`config.mk`:
```
export PLATFORM = sky130hd
export DESIGN_NAME = node
export DESIGN_NICKNAME = d
export VERILOG_FILES = /design/src/rtl/node_pkg.sv /design/src/rtl/node_tx_fifo.sv /design/src/rtl/node.sv
export SDC_FILE = /design/constraint.sdc
export NUM_CORES = 1
export LEC_CHECK = 0
export CAP_MARGIN = 20
export CORE_MARGIN = 1
export CORE_UTILIZATION = 55
export CTS_CLUSTER_DIAMETER = 120
export DETAILED_ROUTE_END_ITERATION = 7
export GPL_TIMING_DRIVEN = 0
export PLACE_DENSITY = 0.83
export SLEW_MARGIN = 10
export SYNTH_ARGS = -nofsm -noshare
export SYNTH_HDL_FRONTEND = slang
export SYNTH_HIERARCHICAL = 1
export SYNTH_SLANG_ARGS = --single-unit
```
`constraint.sdc`:
```
create_clock -name clk -period 3.65 [get_ports clk]
set_input_delay 0.9125 -clock clk [delete_from_list [all_inputs] [get_ports clk]]
set_output_delay 0.9125 -clock clk [all_outputs]
set_load 0.005 [all_outputs]
```
`src/rtl/node_pkg.sv`:
```
// Shared types and constants for the interposer bus node.
// Ports: none (package only).
// Latency/backpressure: not applicable.
package node_pkg;

   localparam int MSG_W    = 22;
   localparam int DEST_W   = 3;
   localparam int SRC_W    = 3;
   localparam int PAY_W    = 16;
   localparam int DEST_LSB = SRC_W + PAY_W;

   localparam logic [2:0] CTRL_GRANT   = 3'b100;
   localparam logic [2:0] CTRL_RECEIVE = 3'b010;
   localparam logic [2:0] CTRL_BYPASS  = 3'b001;

   typedef struct packed {
      logic [DEST_W-1:0] dest;
      logic [SRC_W-1:0]  src;
      logic [PAY_W-1:0]  payload;
   } msg_t;

   typedef enum logic [1:0] {
      OP_IDLE,
      OP_GRANT,
      OP_RECEIVE,
      OP_BYPASS
   } op_e;

   typedef enum logic {
      INJ_PENDING,
      INJ_DONE
   } inj_state_e;

   // Anything other than an exact one-hot code (including 000) is idle.
   function automatic op_e decode_ctrl(input logic [2:0] ctrl);
      case (ctrl)
         CTRL_GRANT:   return OP_GRANT;
         CTRL_RECEIVE: return OP_RECEIVE;
         CTRL_BYPASS:  return OP_BYPASS;
         default:      return OP_IDLE;
      endcase
   endfunction

endpackage

```
`src/rtl/node_tx_fifo.sv`:
```
// Per-channel transmit FIFO; head is 0 whenever the FIFO is empty.
// Ports: clk, reset (async low), push/push_dat, pop, full, empty, head.
// Latency: push visible at head one edge later; push while full drops, pop while empty is a no-op.
module node_tx_fifo #(
   parameter int DEPTH = 4,
   parameter int WIDTH = 22
) (
   input  logic             clk,
   input  logic             reset,
   input  logic             push,
   input  logic [WIDTH-1:0] push_dat,
   input  logic             pop,
   output logic             full,
   output logic             empty,
   output logic [WIDTH-1:0] head
);

   localparam int AW = $clog2(DEPTH);

   logic [WIDTH-1:0] mem [DEPTH];
   logic [AW-1:0]    wr_ptr;
   logic [AW-1:0]    rd_ptr;
   logic [AW:0]      count;
   logic             do_push;
   logic             do_pop;

   assign full    = (count == (AW+1)'(DEPTH));
   assign empty   = (count == '0);
   assign do_push = push && !full;
   assign do_pop  = pop && !empty;
   assign head    = empty ? '0 : mem[rd_ptr];

   // Storage needs no reset: emptiness is tracked by the pointers/count alone.
   always_ff @(posedge clk) begin
      if (do_push) begin
         mem[wr_ptr] <= push_dat;
      end
   end

   always_ff @(posedge clk or negedge reset) begin
      if (!reset) begin
         wr_ptr <= '0;
         rd_ptr <= '0;
         count  <= '0;
      end else begin
         if (do_push) begin
            wr_ptr <= wr_ptr + AW'(1);
         end
         if (do_pop) begin
            rd_ptr <= rd_ptr + AW'(1);
         end
         case ({do_push, do_pop})
            2'b10:   count <= count + (AW+1)'(1);
            2'b01:   count <= count - (AW+1)'(1);
            default: count <= count;
         endcase
      end
   end

endmodule

```
`src/rtl/node.sv`:
```
// Two-channel bus endpoint: bypass, receive/consume/forward, granted transmit, one local injection.
// Ports: clk, reset (async low), input_port {ctrl_1, ctrl_0, in_msg_1, in_msg_0},
//        output_port {req_1, req_0, out_msg_1, out_msg_0}; out_msg is combinational, req follows FIFO state.
// Backpressure: forwarded messages arriving at a full FIFO are dropped; the local injection waits for space.
module node
   import node_pkg::*;
#(
   parameter int NODE_NUMBER = 4,
   parameter int FIFO_DEPTH  = 4
) (
   input  logic        clk,
   input  logic        reset,
   input  logic [49:0] input_port,
   output logic [51:0] output_port
);

   localparam logic [DEST_W-1:0] OWN_ADDR   = DEST_W'(NODE_NUMBER);
   localparam logic [DEST_W-1:0] LOCAL_DEST = DEST_W'((NODE_NUMBER + 2) % 8);

   logic [2:0]       ctrl     [2];
   logic [MSG_W-1:0] in_msg   [2];
   op_e              op       [2];
   logic             consume  [2];
   logic             fwd_push [2];
   logic             push     [2];
   logic             pop      [2];
   logic             full     [2];
   logic             empty    [2];
   logic [MSG_W-1:0] push_dat [2];
   logic [MSG_W-1:0] head     [2];
   logic [MSG_W-1:0] out_msg  [2];
   logic [3:0]       req      [2];

   logic [15:0]      rx_count_0;
   logic [15:0]      rx_count_1;

   inj_state_e       inj_state;
   logic [PAY_W-1:0] seq;
   msg_t             inj_msg;
   logic             inj_push;

   assign ctrl[1]   = input_port[49:47];
   assign ctrl[0]   = input_port[46:44];
   assign in_msg[1] = input_port[43:22];
   assign in_msg[0] = input_port[21:0];

   for (genvar c = 0; c < 2; c++) begin : g_ch
      assign op[c]       = decode_ctrl(ctrl[c]);
      assign consume[c]  = (op[c] == OP_RECEIVE) && (in_msg[c][DEST_LSB +: DEST_W] == OWN_ADDR);
      assign fwd_push[c] = (op[c] == OP_RECEIVE) && !consume[c];
      assign pop[c]      = (op[c] == OP_GRANT);

      node_tx_fifo #(
         .DEPTH (FIFO_DEPTH),
         .WIDTH (MSG_W)
      ) u_fifo (
         .clk      (clk),
         .reset    (reset),
         .push     (push[c]),
         .push_dat (push_dat[c]),
         .pop      (pop[c]),
         .full     (full[c]),
         .empty    (empty[c]),
         .head     (head[c])
      );

      assign out_msg[c] = (op[c] == OP_GRANT)  ? head[c]   :
                          (op[c] == OP_BYPASS) ? in_msg[c] : '0;
      assign req[c]     = empty[c] ? 4'd0 : {1'b1, head[c][DEST_LSB +: DEST_W]};
   end

   // Forwarded traffic owns the channel-0 push port; the injection only takes
   // an edge where no forward is being attempted and there is room.
   assign inj_msg     = '{dest: LOCAL_DEST, src: OWN_ADDR, payload: seq};
   assign inj_push    = (inj_state == INJ_PENDING) && !fwd_push[0] && !full[0];
   assign push[0]     = (fwd_push[0] && !full[0]) || inj_push;
   assign push_dat[0] = fwd_push[0] ? in_msg[0] : inj_msg;
   assign push[1]     = fwd_push[1] && !full[1];
   assign push_dat[1] = in_msg[1];

   always_ff @(posedge clk or negedge reset) begin
      if (!reset) begin
         inj_state <= INJ_PENDING;
         seq       <= '0;
      end else if (inj_push) begin
         inj_state <= INJ_DONE;
         seq       <= seq + PAY_W'(1);
      end
   end

   always_ff @(posedge clk or negedge reset) begin
      if (!reset) begin
         rx_count_0 <= '0;
         rx_count_1 <= '0;
      end else begin
         if (consume[0]) begin
            rx_count_0 <= rx_count_0 + 16'd1;
         end
         if (consume[1]) begin
            rx_count_1 <= rx_count_1 + 16'd1;
         end
      end
   end

   // Bypass is combinational from in_msg, so outputs are forced low during reset.
   assign output_port = reset ? {req[1], req[0], out_msg[1], out_msg[0]} : '0;

endmodule

```
**Word-level counts from Yosys, hierarchy flattened**

Memories as Yosys holds them, arrays and structs flattened.
Index checks and enable logic that the tools add are counted.

- Memory bits (writable): 176
- Input bits: 52
- Memories kept: 2
- Register bits: 31
- Output and inout port bits: 52

- $add $sub $neg: 9
- Bitwise operators: 1
- Mux-type cells: 18
- Equal/unequal tests: 20
- Reductions and logical operators: 24

Memories:

| memory | words | bits a word | read ports | clocked after memory_dff | wr ports | line | source |
|---|---|---|---|---|---|---|---|
| g_ch[0].u_fifo.mem | 4 | 22 | 1 | 0 | 1 | node_tx_fifo.sv:20 | `logic [WIDTH-1:0] mem [DEPTH];` |
| g_ch[1].u_fifo.mem | 4 | 22 | 1 | 0 | 1 | node_tx_fifo.sv:20 |  |

Operators with widths:

| kind | count |
|---|---|
| $mux 22 | 7 |
| $mux 52 | 1 |
| $eq 3x3->1 const B | 6 |
| $add 16x1->16 const B | 1 |
| $eq 2x2->1 const B | 6 |
| $logic_and 1x1->1 | 12 |
| $pmux 2 s3 | 2 |
| $pmux 3 s2 | 2 |
| $add 2x1->2 const B | 4 |
| $eq 2x1->1 const B | 4 |
| $mux 4 | 2 |
| $logic_not 1->1 | 7 |
| $add 3x1->3 const B | 2 |
| $eq 3x1->1 const B | 2 |
| $eq 3x2->1 const B | 2 |
| $logic_not 3->1 | 2 |
| $sub 3x1->3 const B | 2 |
| $mux 1 | 4 |
| $reduce_bool 2->1 | 2 |
| $logic_or 1x1->1 | 1 |
| $not 1->1 | 1 |

**Logic depth before layout (Yosys ltp)**

Gate-level depths: netlist (run 1).

- Depth in word-level cells: 13
- Gate-level depth with buffers: 14
- Mapped depth without buffers: 12

**Hierarchy**

The synthesis (run 1) kept the hierarchy.

By module, submodules not included:

| module | times used | area an instance (um^2) | cells each |
|---|---|---|---|
| node_tx_fifo at g_ch[1].u_fifo | 1 | 3749.8 | 177 |
| node_tx_fifo at g_ch[0].u_fifo | 1 | 3746.1 | 178 |
| node | 1 | 1806.7 | 207 |

**Worst setup path after synthesis (run 1)**

No wires, ideal clock.

- Path type: input -> register
- Start: input input_port[46]
- End: memory g_ch[0].u_fifo.mem[0][0], enable pin
- Required time: 3.269 ns
- Buffers on the path: 2
- Arrival time: 2.828 ns
- Slack: 0.441 ns
- Setup time: 0.381 ns
- Stages on the path: 8
- Cells stage by stage: nor3b_2 -> and2_4 -> buf_6 -> buf_2 -> inv_1 -> a21oi_1 -> nor2b_1 -> and2_1

RTL lines:

| element | line | source |
|---|---|---|
| from (decl) | node.sv:13 | `input logic [49:0] input_port,` |
| to (decl) | node_tx_fifo.sv:20 |  |

**Worst setup path in the final report (run 1)**

- Start: input input_port[46]
- End: output output_port[1]

- Longest elaborated chain between the ends: 6

Ends and longest elaborated chain:

| element | line | source |
|---|---|---|
| $eq 3x1->1 (tied with other cells) | node_pkg.sv:36 | `case (ctrl)` |
| $pmux 2 s3 (*) | node_pkg.sv:36 |  |
| $eq 2x2->1 | node.sv:68 | `(op[c] == OP_BYPASS) ? in_msg[c] : '0;` |
| $mux 22 | node.sv:68 |  |
| $mux 22 (*) | node.sv:67 | `assign out_msg[c] = (op[c] == OP_GRANT) ? head[c] :` |
| $mux 52 (*) | node.sv:106 | `assign output_port = reset ? {req[1], req[0], out_msg[1], out_msg[0]} : '0;` |
| to (decl) | node.sv:14 | `output logic [51:0] output_port` |

Every way passes the cells marked *; elsewhere a longest branch is shown, timed or not.

==> flow_summary.html, run 1 <==
<table>
<tr><th>Metric</th><th>Value</th></tr>
<tr><th colspan="2">Run status</th></tr>
<tr><td>Result of the run</td><td>completed</td></tr>
<tr><th colspan="2">Timing</th></tr>
<tr><td>Count of pins over their slew limit</td><td>0</td></tr>
<tr><td>Tcrit/Tclk final</td><td>98.4%</td></tr>
<tr><td>Worst relative slew slack</td><td>58.7%</td></tr>
<tr><td>Worst-Margin Slew</td><td>0.619 ns</td></tr>
<tr><td>Final-report hold violation count</td><td>0</td></tr>
<tr><td>Hold Worst Slack</td><td>0.312 ns</td></tr>
<tr><td>Minimum clock period after layout</td><td>3.59 ns</td></tr>
<tr><td>Least setup slack across all paths after layout</td><td>0.0602 ns</td></tr>
<tr><td>Final setup violating endpoints</td><td>0</td></tr>
<tr><td>Setup repair after global routing missed its margin</td><td>false</td></tr>
<tr><td>Worst setup skew after layout</td><td>0.00780 ns</td></tr>
<tr><td>Peak Freq</td><td>0.279 GHz</td></tr>
<tr><th colspan="2">Drt</th></tr>
<tr><td>Number of optimization iterations in the first detailed-route pass</td><td>5</td></tr>
<tr><td>Per-cell via count in the routed design</td><td>5.94</td></tr>
<tr><td>Number of DRC violations after detailed-routing iteration 0</td><td>422</td></tr>
<tr><td>Total Routed Length</td><td>20.9 mm</td></tr>
<tr><td>DRC violation count after routing</td><td>0</td></tr>
<tr><td>Detailed-route wire length per cell</td><td>22.2 um</td></tr>
<tr><td>Overall via count from detail_route</td><td>5573</td></tr>
<tr><td>Number of nets with antenna violations after routing</td><td>0</td></tr>
<tr><th colspan="2">Die</th></tr>
<tr><td>Area of the placeable core</td><td>0.0165 mm^2</td></tr>
<tr><td>Height of the chip</td><td>132 um</td></tr>
<tr><td>Count of standard-cell rows</td><td>47</td></tr>
<tr><td>Initial core utilization</td><td>56.3%</td></tr>
<tr><td>Die Footprint</td><td>0.0174 mm^2</td></tr>
<tr><td>DIE WIDTH</td><td>132 um</td></tr>
<tr><td>I/O Pins</td><td>104</td></tr>
<tr><th colspan="2">Final layout</th></tr>
<tr><td>Non-filler cells in the finished layout</td><td>939</td></tr>
<tr><td>Layout cells sized above 1</td><td>21.3%</td></tr>
<tr><td>Most frequent standard cell in the layout excluding fill and tap cells</td><td>sky130_fd_sc_hd__edfxtp_1</td></tr>
<tr><td>Signed area change from the synthesized netlist to the final layout</td><td>24.9%</td></tr>
<tr><td>Post-route core utilization</td><td>70.3%</td></tr>
<tr><td>Highest-count cells in the layout ignoring fill and taps</td><td>sky130_fd_sc_hd__edfxtp_1, sky130_fd_sc_hd__clkdlybuf4s50_1, sky130_fd_sc_hd__nor2b_1</td></tr>
<tr><td>Multi-input gate area in the final layout</td><td>0.00309 mm^2</td></tr>
<tr><td>Footprint of the flip-flops and latches</td><td>0.00606 mm^2</td></tr>
<tr><td>Filler Cell Count</td><td>1021</td></tr>
<tr><td>NumNets Final</td><td>771</td></tr>
<tr><td>Diode insertion count for antenna repair</td><td>0</td></tr>
<tr><th colspan="2">Logic synthesis</th></tr>
<tr><td>Synth cell types</td><td>41</td></tr>
<tr><td>Synthesized area</td><td>0.00930 mm^2</td></tr>
<tr><td>Post-synthesis sequential area ratio</td><td>65.2%</td></tr>
<tr><td>Syn Nets</td><td>627</td></tr>
<tr><td>Total number of yosys warnings</td><td>6</td></tr>
<tr><td>Cells after synthesis</td><td>562</td></tr>
<tr><td>FF+latch count, synth</td><td>207</td></tr>
<tr><td>Per-instance average area after synthesis</td><td>16.6 um^2</td></tr>
<tr><th colspan="2">Placement</th></tr>
<tr><td>Placed instance count</td><td>889</td></tr>
<tr><td>Dpl ws</td><td>-0.828 ns</td></tr>
<tr><td>Placer Congestion</td><td>0.770</td></tr>
<tr><td>Count of input and output buffers</td><td>103</td></tr>
<tr><td>DP Wirelength</td><td>13.7 mm</td></tr>
<tr><th colspan="2">Min path</th></tr>
<tr><td>Type of the worst min-delay path</td><td>in2async</td></tr>
<tr><th colspan="2">Worst setup path</th></tr>
<tr><td>Critical Path AT</td><td>2.68 ns</td></tr>
<tr><td>Path type of the worst setup path</td><td>in2out</td></tr>
<tr><td>Data required time of the critical path</td><td>2.74 ns</td></tr>
<tr><td>Peak fanout along the critical path</td><td>3</td></tr>
<tr><td>Endpoint type of the worst setup path</td><td>output pin</td></tr>
<tr><td>CP startpoint kind</td><td>input pin</td></tr>
<tr><th colspan="2">CTS</th></tr>
<tr><td>Clk buf depth</td><td>3</td></tr>
<tr><td>Clock H-tree levels</td><td>1</td></tr>
<tr><td>Clk root buf</td><td>sky130_fd_sc_hd__clkbuf_16</td></tr>
<tr><td>Total number of clock tree sinks</td><td>207</td></tr>
<tr><td>Reg clk slew, reported paths</td><td>0.06 ns</td></tr>
<tr><td>Cts bufs inserted</td><td>21</td></tr>
<tr><td>Clock latency of the later-clocked register in the worst-skew pair</td><td>0.48 ns</td></tr>
<tr><td>Clock tree from TritonCTS</td><td>built</td></tr>
<tr><th colspan="2">Global route</th></tr>
<tr><td>Vias in the first global route</td><td>5872</td></tr>
<tr><td>Global router's overall resource usage</td><td>24.4%</td></tr>
<tr><td>Initial antenna violation count</td><td>0</td></tr>
<tr><td>Global-route wire length before repair</td><td>32.5 mm</td></tr>
<tr><td>Maximum number of pins on one net before global-route repair</td><td>33</td></tr>
<tr><td>Total global routing overflow</td><td>0</td></tr>
<tr><th colspan="2">Flow run</th></tr>
<tr><td>Number of maximum-capacitance violations</td><td>0</td></tr>
<tr><th colspan="2">Power</th></tr>
<tr><td>Worst IR drop on VDD</td><td>0.376 mV</td></tr>
<tr><td>Static Leakage</td><td>4.01 nW</td></tr>
<tr><td>Overall power</td><td>6.74 mW</td></tr>
<tr><td>Cell area power density</td><td>580 mW/mm^2</td></tr>
</table>
-- where the power goes --
part | internal [mW] | switching (mW)
sequential | 2.74 | 0.131
clock | 1.09 | 0.810
combinational | 1.05 | 0.916
-- through the flow --
| stage | instance area (um^2) | setup TNS [ns] |
|---|---|---|
| final | 11600 | 0 |
| after global routing | 11600 | 0 |
| after CTS | 11500 | 0 |
| after detailed placement | 10700 | -120.61 |
| after global placement | 10600 | -183.70 |
| after floorplan | 9300 | 0 |
-- cells in the mapped netlist (all sizes together) --
cell / instances / area share (%)
a22oi: 44 / 3.6
and4: 2 / 0.19
or4b: 1 / 0.11
ha: 11 / 1.5
nor2: 5 / 0.20
nor4b: 2 / 0.19
mux2: 19 / 2.3
mux4: 44 / 11
and2b: 2 / 0.16
a21oi: 3 / 0.16
o21bai: 1 / 0.081
o21ai: 1 / 0.054
dfrtp: 31 / 8.3
nand3b: 1 / 0.081
edfxtp: 176 / 57
a211oi: 1 / 0.13
fa: 2 / 0.43
nand2: 5 / 0.20
clkbuf: 18 / 0.73
nand2b: 3 / 0.20
or3b: 1 / 0.12
nor3b: 7 / 0.62
and2: 17 / 1.2
nor3: 3 / 0.27
mux2i: 1 / 0.11
nor2b: 92 / 6.2
and4b: 1 / 0.11
xor2: 12 / 1.1
xnor2: 15 / 1.4
nand3: 4 / 0.22
buf: 13 / 1.2
or3: 1 / 0.12
nand4: 3 / 0.20
inv: 13 / 0.52
and3: 4 / 0.27
nand4b: 3 / 0.28
-- final cells by class --
class / count / area share, %
multi-input cells: 311 / 26.6
clock buffers: 34 / 5.03
repair buffers: 121 / 11.1
plain buffers: 31 / 2.25
inverters: 13 / 0.420
clock inverters: 2 / 0.118
flip-flops and latches: 207 / 52.2
well taps: 220 / 2.37
-- state kept, by name (all words and copies together), names as in the netlist --
register / flops
g_ch.u_fifo/wr_ptr: 4
g_ch.u_fifo/count: 6
g_ch.u_fifo/rd_ptr: 4
g_ch.u_fifo/mem: 176
inj_state: 1
seq: 16
-- layer usage --
layer	GRT usage (%)	wire length (um)	vias to the layer above
met5	0	0	-
met4	7.95	512	0
met3	3.42	1160	44
met2	42.3	10900	202
met1	32.0	8300	2880
li1	-	-	2447
-- final timing paths --
kind | from | endpoint | slack (ns) | depth (start not counted)
max in group asynchronous | reset | seq[10] | 3.08 | 1
min in group clk | seq[15] | seq[15] | 0.47 | 1
setup / recovery | input_port[46] | output_port[1] | 0.06 | 6
hold / removal | reset | g_ch[1].u_fifo/wr_ptr[0] | 0.31 | 1
hold reg to reg | seq[15] | seq[15] | 0.47 | 1
setup reg to reg | g_ch[1].u_fifo/count[2] | g_ch[1].u_fifo/mem[1][12] | 0.56 | 6
-- cell families after synthesis --
family                   Yosys count  share of synthesized area, %
AO/OA/AOI/OAI                     50                          3.98
XOR/XNOR                          27                          2.54
adder cells (fa/ha/maj)           13                          1.91
buffers and inverters             44                          2.42
flip-flops                       207                          65.2
multiplexers                      64                          13.1
AND/OR/NAND/NOR                  157                          10.9
-- worst max-delay path: stages --
cell	delay (ns)
sky130_fd_sc_hd__dlygate4sd2_1	0.35
sky130_fd_sc_hd__nor3b_4	0.36
sky130_fd_sc_hd__buf_4	0.19
sky130_fd_sc_hd__a22oi_1	0.08
sky130_fd_sc_hd__nor2b_1	0.23
sky130_fd_sc_hd__clkdlybuf4s50_1	0.56
-- what timing repair did --
item	in CTS	in global routing
buffers inserted	7	1
endpoints found under the setup margin	142	45
hold buffers	0	0
gates resized for setup	48	13
pin swaps	3	2
gates cloned	2	0
No activity file was read; power rests on OpenSTA's default activity.
==> run 2, diff against run 1 <==
Settings changed: CORE_MARGIN 1 to 3, HOLD_SLACK_MARGIN set to 0.05.
==> flow_summary.html, run 2 (synthesis gave the netlist of run 1 again) <==
<table>
<tr><th>Metric</th><th>Value</th></tr>
<tr><th colspan="2">Min path</th></tr>
<tr><td>Type of the worst min-delay path</td><td>in2async</td></tr>
<tr><th colspan="2">Drt</th></tr>
<tr><td>Per-cell via count in the routed design</td><td>6.04 (+1.7%)</td></tr>
<tr><td>Overall via count from detail_route</td><td>5644 (+1.3%)</td></tr>
<tr><td>DRC violation count after routing</td><td>0 (unchanged)</td></tr>
<tr><td>Detailed-route wire length per cell</td><td>22.3 um (+0.22%)</td></tr>
<tr><td>Number of nets with antenna violations after routing</td><td>0 (unchanged)</td></tr>
<tr><td>Top layer used by detailed routing</td><td>met4</td></tr>
<tr><td>Total Routed Length</td><td>20.8 mm (-0.21%)</td></tr>
<tr><td>Number of optimization iterations in the first detailed-route pass</td><td>5 (unchanged)</td></tr>
<tr><td>Number of DRC violations after detailed-routing iteration 0</td><td>535 (+27%)</td></tr>
<tr><td>M1 wire length</td><td>8.34 mm (+0.54%)</td></tr>
<tr><td>Total met2 wirelength after detailed routing</td><td>10.7 mm (-1.8%)</td></tr>
<tr><td>Detailed route wirelength on metal3</td><td>1.25 mm (+8.2%)</td></tr>
<tr><th colspan="2">Run status</th></tr>
<tr><td>Result of the run</td><td>completed</td></tr>
<tr><th colspan="2">Final layout</th></tr>
<tr><td>Non-filler cells in the finished layout</td><td>935 (-0.43%)</td></tr>
<tr><td>Layout cells sized above 1</td><td>20.9% (-0.39 points)</td></tr>
<tr><td>NumNets Final</td><td>769 (-0.26%)</td></tr>
<tr><td>Most frequent standard cell in the layout excluding fill and tap cells</td><td>sky130_fd_sc_hd__edfxtp_1</td></tr>
<tr><td>Highest-count cells in the layout ignoring fill and taps</td><td>sky130_fd_sc_hd__edfxtp_1, sky130_fd_sc_hd__clkdlybuf4s50_1, sky130_fd_sc_hd__nor2b_1</td></tr>
<tr><td>Signed area change from the synthesized netlist to the final layout</td><td>24.7%</td></tr>
<tr><td>Largest register by flop count</td><td>g_ch.u_fifo/mem</td></tr>
<tr><td>Largest registers</td><td>g_ch.u_fifo/mem: 176 flops, seq: 16 flops, g_ch.u_fifo/count: 6 flops</td></tr>
<tr><td>Filler Cell Count</td><td>991 (-2.9%)</td></tr>
<tr><td>Max FFs per register</td><td>176 (unchanged)</td></tr>
<tr><th colspan="2">Timing</th></tr>
<tr><td>Least setup slack across all paths after layout</td><td>0.0829 ns (+0.0227 ns)</td></tr>
<tr><td>Worst-Margin Slew</td><td>0.891 ns (+0.272 ns)</td></tr>
<tr><td>Worst setup skew after layout</td><td>0.0115 ns (+0.00373 ns)</td></tr>
<tr><td>Count of pins over their slew limit</td><td>0 (unchanged)</td></tr>
<tr><td>Final setup violating endpoints</td><td>0 (unchanged)</td></tr>
<tr><td>Final-report hold violation count</td><td>0 (unchanged)</td></tr>
<tr><td>Setup repair after global routing missed its margin</td><td>false</td></tr>
<tr><td>Peak Freq</td><td>0.280 GHz (+0.64%)</td></tr>
<tr><td>Hold Worst Slack</td><td>0.310 ns (-0.00248 ns)</td></tr>
<tr><td>Minimum clock period after layout</td><td>3.57 ns (-0.0227 ns)</td></tr>
<tr><td>Tcrit/Tclk final</td><td>97.7% (-0.62 points)</td></tr>
<tr><td>Worst relative slew slack</td><td>40.6% (-18 points)</td></tr>
<tr><td>Setup TNS</td><td>0 ns (unchanged)</td></tr>
<tr><th colspan="2">Power</th></tr>
<tr><td>Overall power</td><td>6.73 mW (-0.16%)</td></tr>
<tr><td>Cell area power density</td><td>580 mW/mm^2 (about the same)</td></tr>
<tr><td>Worst IR drop on VDD</td><td>0.381 mV (+1.3%)</td></tr>
<tr><td>Static Leakage</td><td>3.99 nW (-0.47%)</td></tr>
<tr><th colspan="2">Placement</th></tr>
<tr><td>Count of input and output buffers</td><td>103 (unchanged)</td></tr>
<tr><td>Dpl ws</td><td>-0.702 ns (+0.126 ns)</td></tr>
<tr><td>DP Wirelength</td><td>13.6 mm (-0.35%)</td></tr>
<tr><td>Placed instance count</td><td>888 (-0.11%)</td></tr>
<tr><td>Placer Congestion</td><td>0.811 (+5.2%)</td></tr>
<tr><th colspan="2">Die</th></tr>
<tr><td>Height of the chip</td><td>136 um (+3.0%)</td></tr>
<tr><td>Area of the placeable core</td><td>0.0162 mm^2 (-1.8%)</td></tr>
<tr><td>Die Footprint</td><td>0.0185 mm^2 (+6.2%)</td></tr>
<tr><td>Initial core utilization</td><td>57.3% (+1.0 points)</td></tr>
<tr><td>I/O Pins</td><td>104 (unchanged)</td></tr>
<tr><td>DIE WIDTH</td><td>136 um (+3.0%)</td></tr>
<tr><td>Count of standard-cell rows</td><td>46 (-2.1%)</td></tr>
<tr><th colspan="2">Global route</th></tr>
<tr><td>Maximum number of pins on one net before global-route repair</td><td>33 (unchanged)</td></tr>
<tr><td>Vias in the first global route</td><td>5914 (+0.72%)</td></tr>
<tr><td>Initial antenna violation count</td><td>1 (+1)</td></tr>
<tr><td>Global-route wire length before repair</td><td>32.4 mm (-0.28%)</td></tr>
<tr><td>Total global routing overflow</td><td>0 (unchanged)</td></tr>
<tr><td>Global router's overall resource usage</td><td>22.8% (-1.6 points)</td></tr>
<tr><th colspan="2">CTS</th></tr>
<tr><td>Clock latency of the later-clocked register in the worst-skew pair</td><td>0.48 ns (about the same)</td></tr>
<tr><td>Clk buf depth</td><td>3 (unchanged)</td></tr>
<tr><td>Clock tree from TritonCTS</td><td>built</td></tr>
<tr><td>Clock H-tree levels</td><td>1 (unchanged)</td></tr>
<tr><td>Number of hold buffers added after cts</td><td>0 (unchanged)</td></tr>
<tr><td>Total number of clock tree sinks</td><td>207 (unchanged)</td></tr>
<tr><td>Cts bufs inserted</td><td>21 (unchanged)</td></tr>
<tr><td>Clk root buf</td><td>sky130_fd_sc_hd__clkbuf_16</td></tr>
<tr><td>Reg clk slew, reported paths</td><td>0.06 ns (about the same)</td></tr>
<tr><th colspan="2">Worst setup path</th></tr>
<tr><td>CP startpoint kind</td><td>input pin</td></tr>
<tr><td>Data required time of the critical path</td><td>2.74 ns (about the same)</td></tr>
<tr><td>Path type of the worst setup path</td><td>in2out</td></tr>
<tr><td>Endpoint type of the worst setup path</td><td>output pin</td></tr>
<tr><td>Peak fanout along the critical path</td><td>32 (+29)</td></tr>
<tr><td>Critical Path AT</td><td>2.65 ns (-0.03 ns)</td></tr>
<tr><th colspan="2">Flow run</th></tr>
<tr><td>Number of maximum-capacitance violations</td><td>0 (unchanged)</td></tr>
</table>
## run 2: where the power goes
group	total [mW]	internal, mW	leakage, nW	switching, mW
registers	2.88	2.75	1.98	0.135
logic	1.96	1.05	1.73	0.914
clock network	1.89	1.08	0.290	0.813
total	6.73	4.87	3.99	1.86
## run 2: area by class of cell
cell class / count / area (um^2) / share of cell area [%]
sequential: 207 / 6060 / 52.3
antenna: 1 / 2.50 / 0.0216
clock buffer: 29 / 566 / 4.88
multi-input combinational: 311 / 3090 / 26.6
tap: 216 / 270 / 2.33
buffer: 30 / 256 / 2.21
inverter: 13 / 48.8 / 0.421
clock inverter: 8 / 36.3 / 0.313
timing repair buffer: 120 / 1270 / 11.0
## run 2: final timing paths
path | to | from | slack (ns) | cells after the start
worst max-delay path | output_port[22] | reset | 0.08 | 5
worst min-delay path | g_ch[1].u_fifo/wr_ptr[1] | reset | 0.31 | 1
max in group asynchronous | seq[15] | reset | 3.07 | 1
worst max register to register | g_ch[1].u_fifo/mem[0][10] | g_ch[1].u_fifo/count[2] | 0.50 | 6
worst min register to register | seq[15] | seq[15] | 0.50 | 1
min in group clk | seq[15] | seq[15] | 0.50 | 1
## run 2: worst max-delay path, cell delays in order
cell and delay (ns):
sky130_fd_sc_hd__buf_6 0.27, sky130_fd_sc_hd__buf_2 0.34, sky130_fd_sc_hd__clkbuf_2 0.31, sky130_fd_sc_hd__nor2b_1 0.24, sky130_fd_sc_hd__clkdlybuf4s50_1 0.55
## run 2: metrics by stage
stage	area (um^2)	utilization, %
floorplan	9300	-
global placement	10600	65.3
detailed placement	10800	66.2
CTS	11500	71.1
global route	11600	71.5
finish	11600	71.5
## run 2: repair_timing
item	in CTS	in global routing
gates resized for setup	48	10
cloned	2	0
buffers inserted	6	1
pin swaps	1	0
setup endpoints to repair	142	26
## run 2: per-layer routing
metal	global-route usage, %	up-vias
met5	0	-
met4	8.01	0
met3	2.96	45
met2	38.1	244
met1	31.2	2913
li1	-	2442
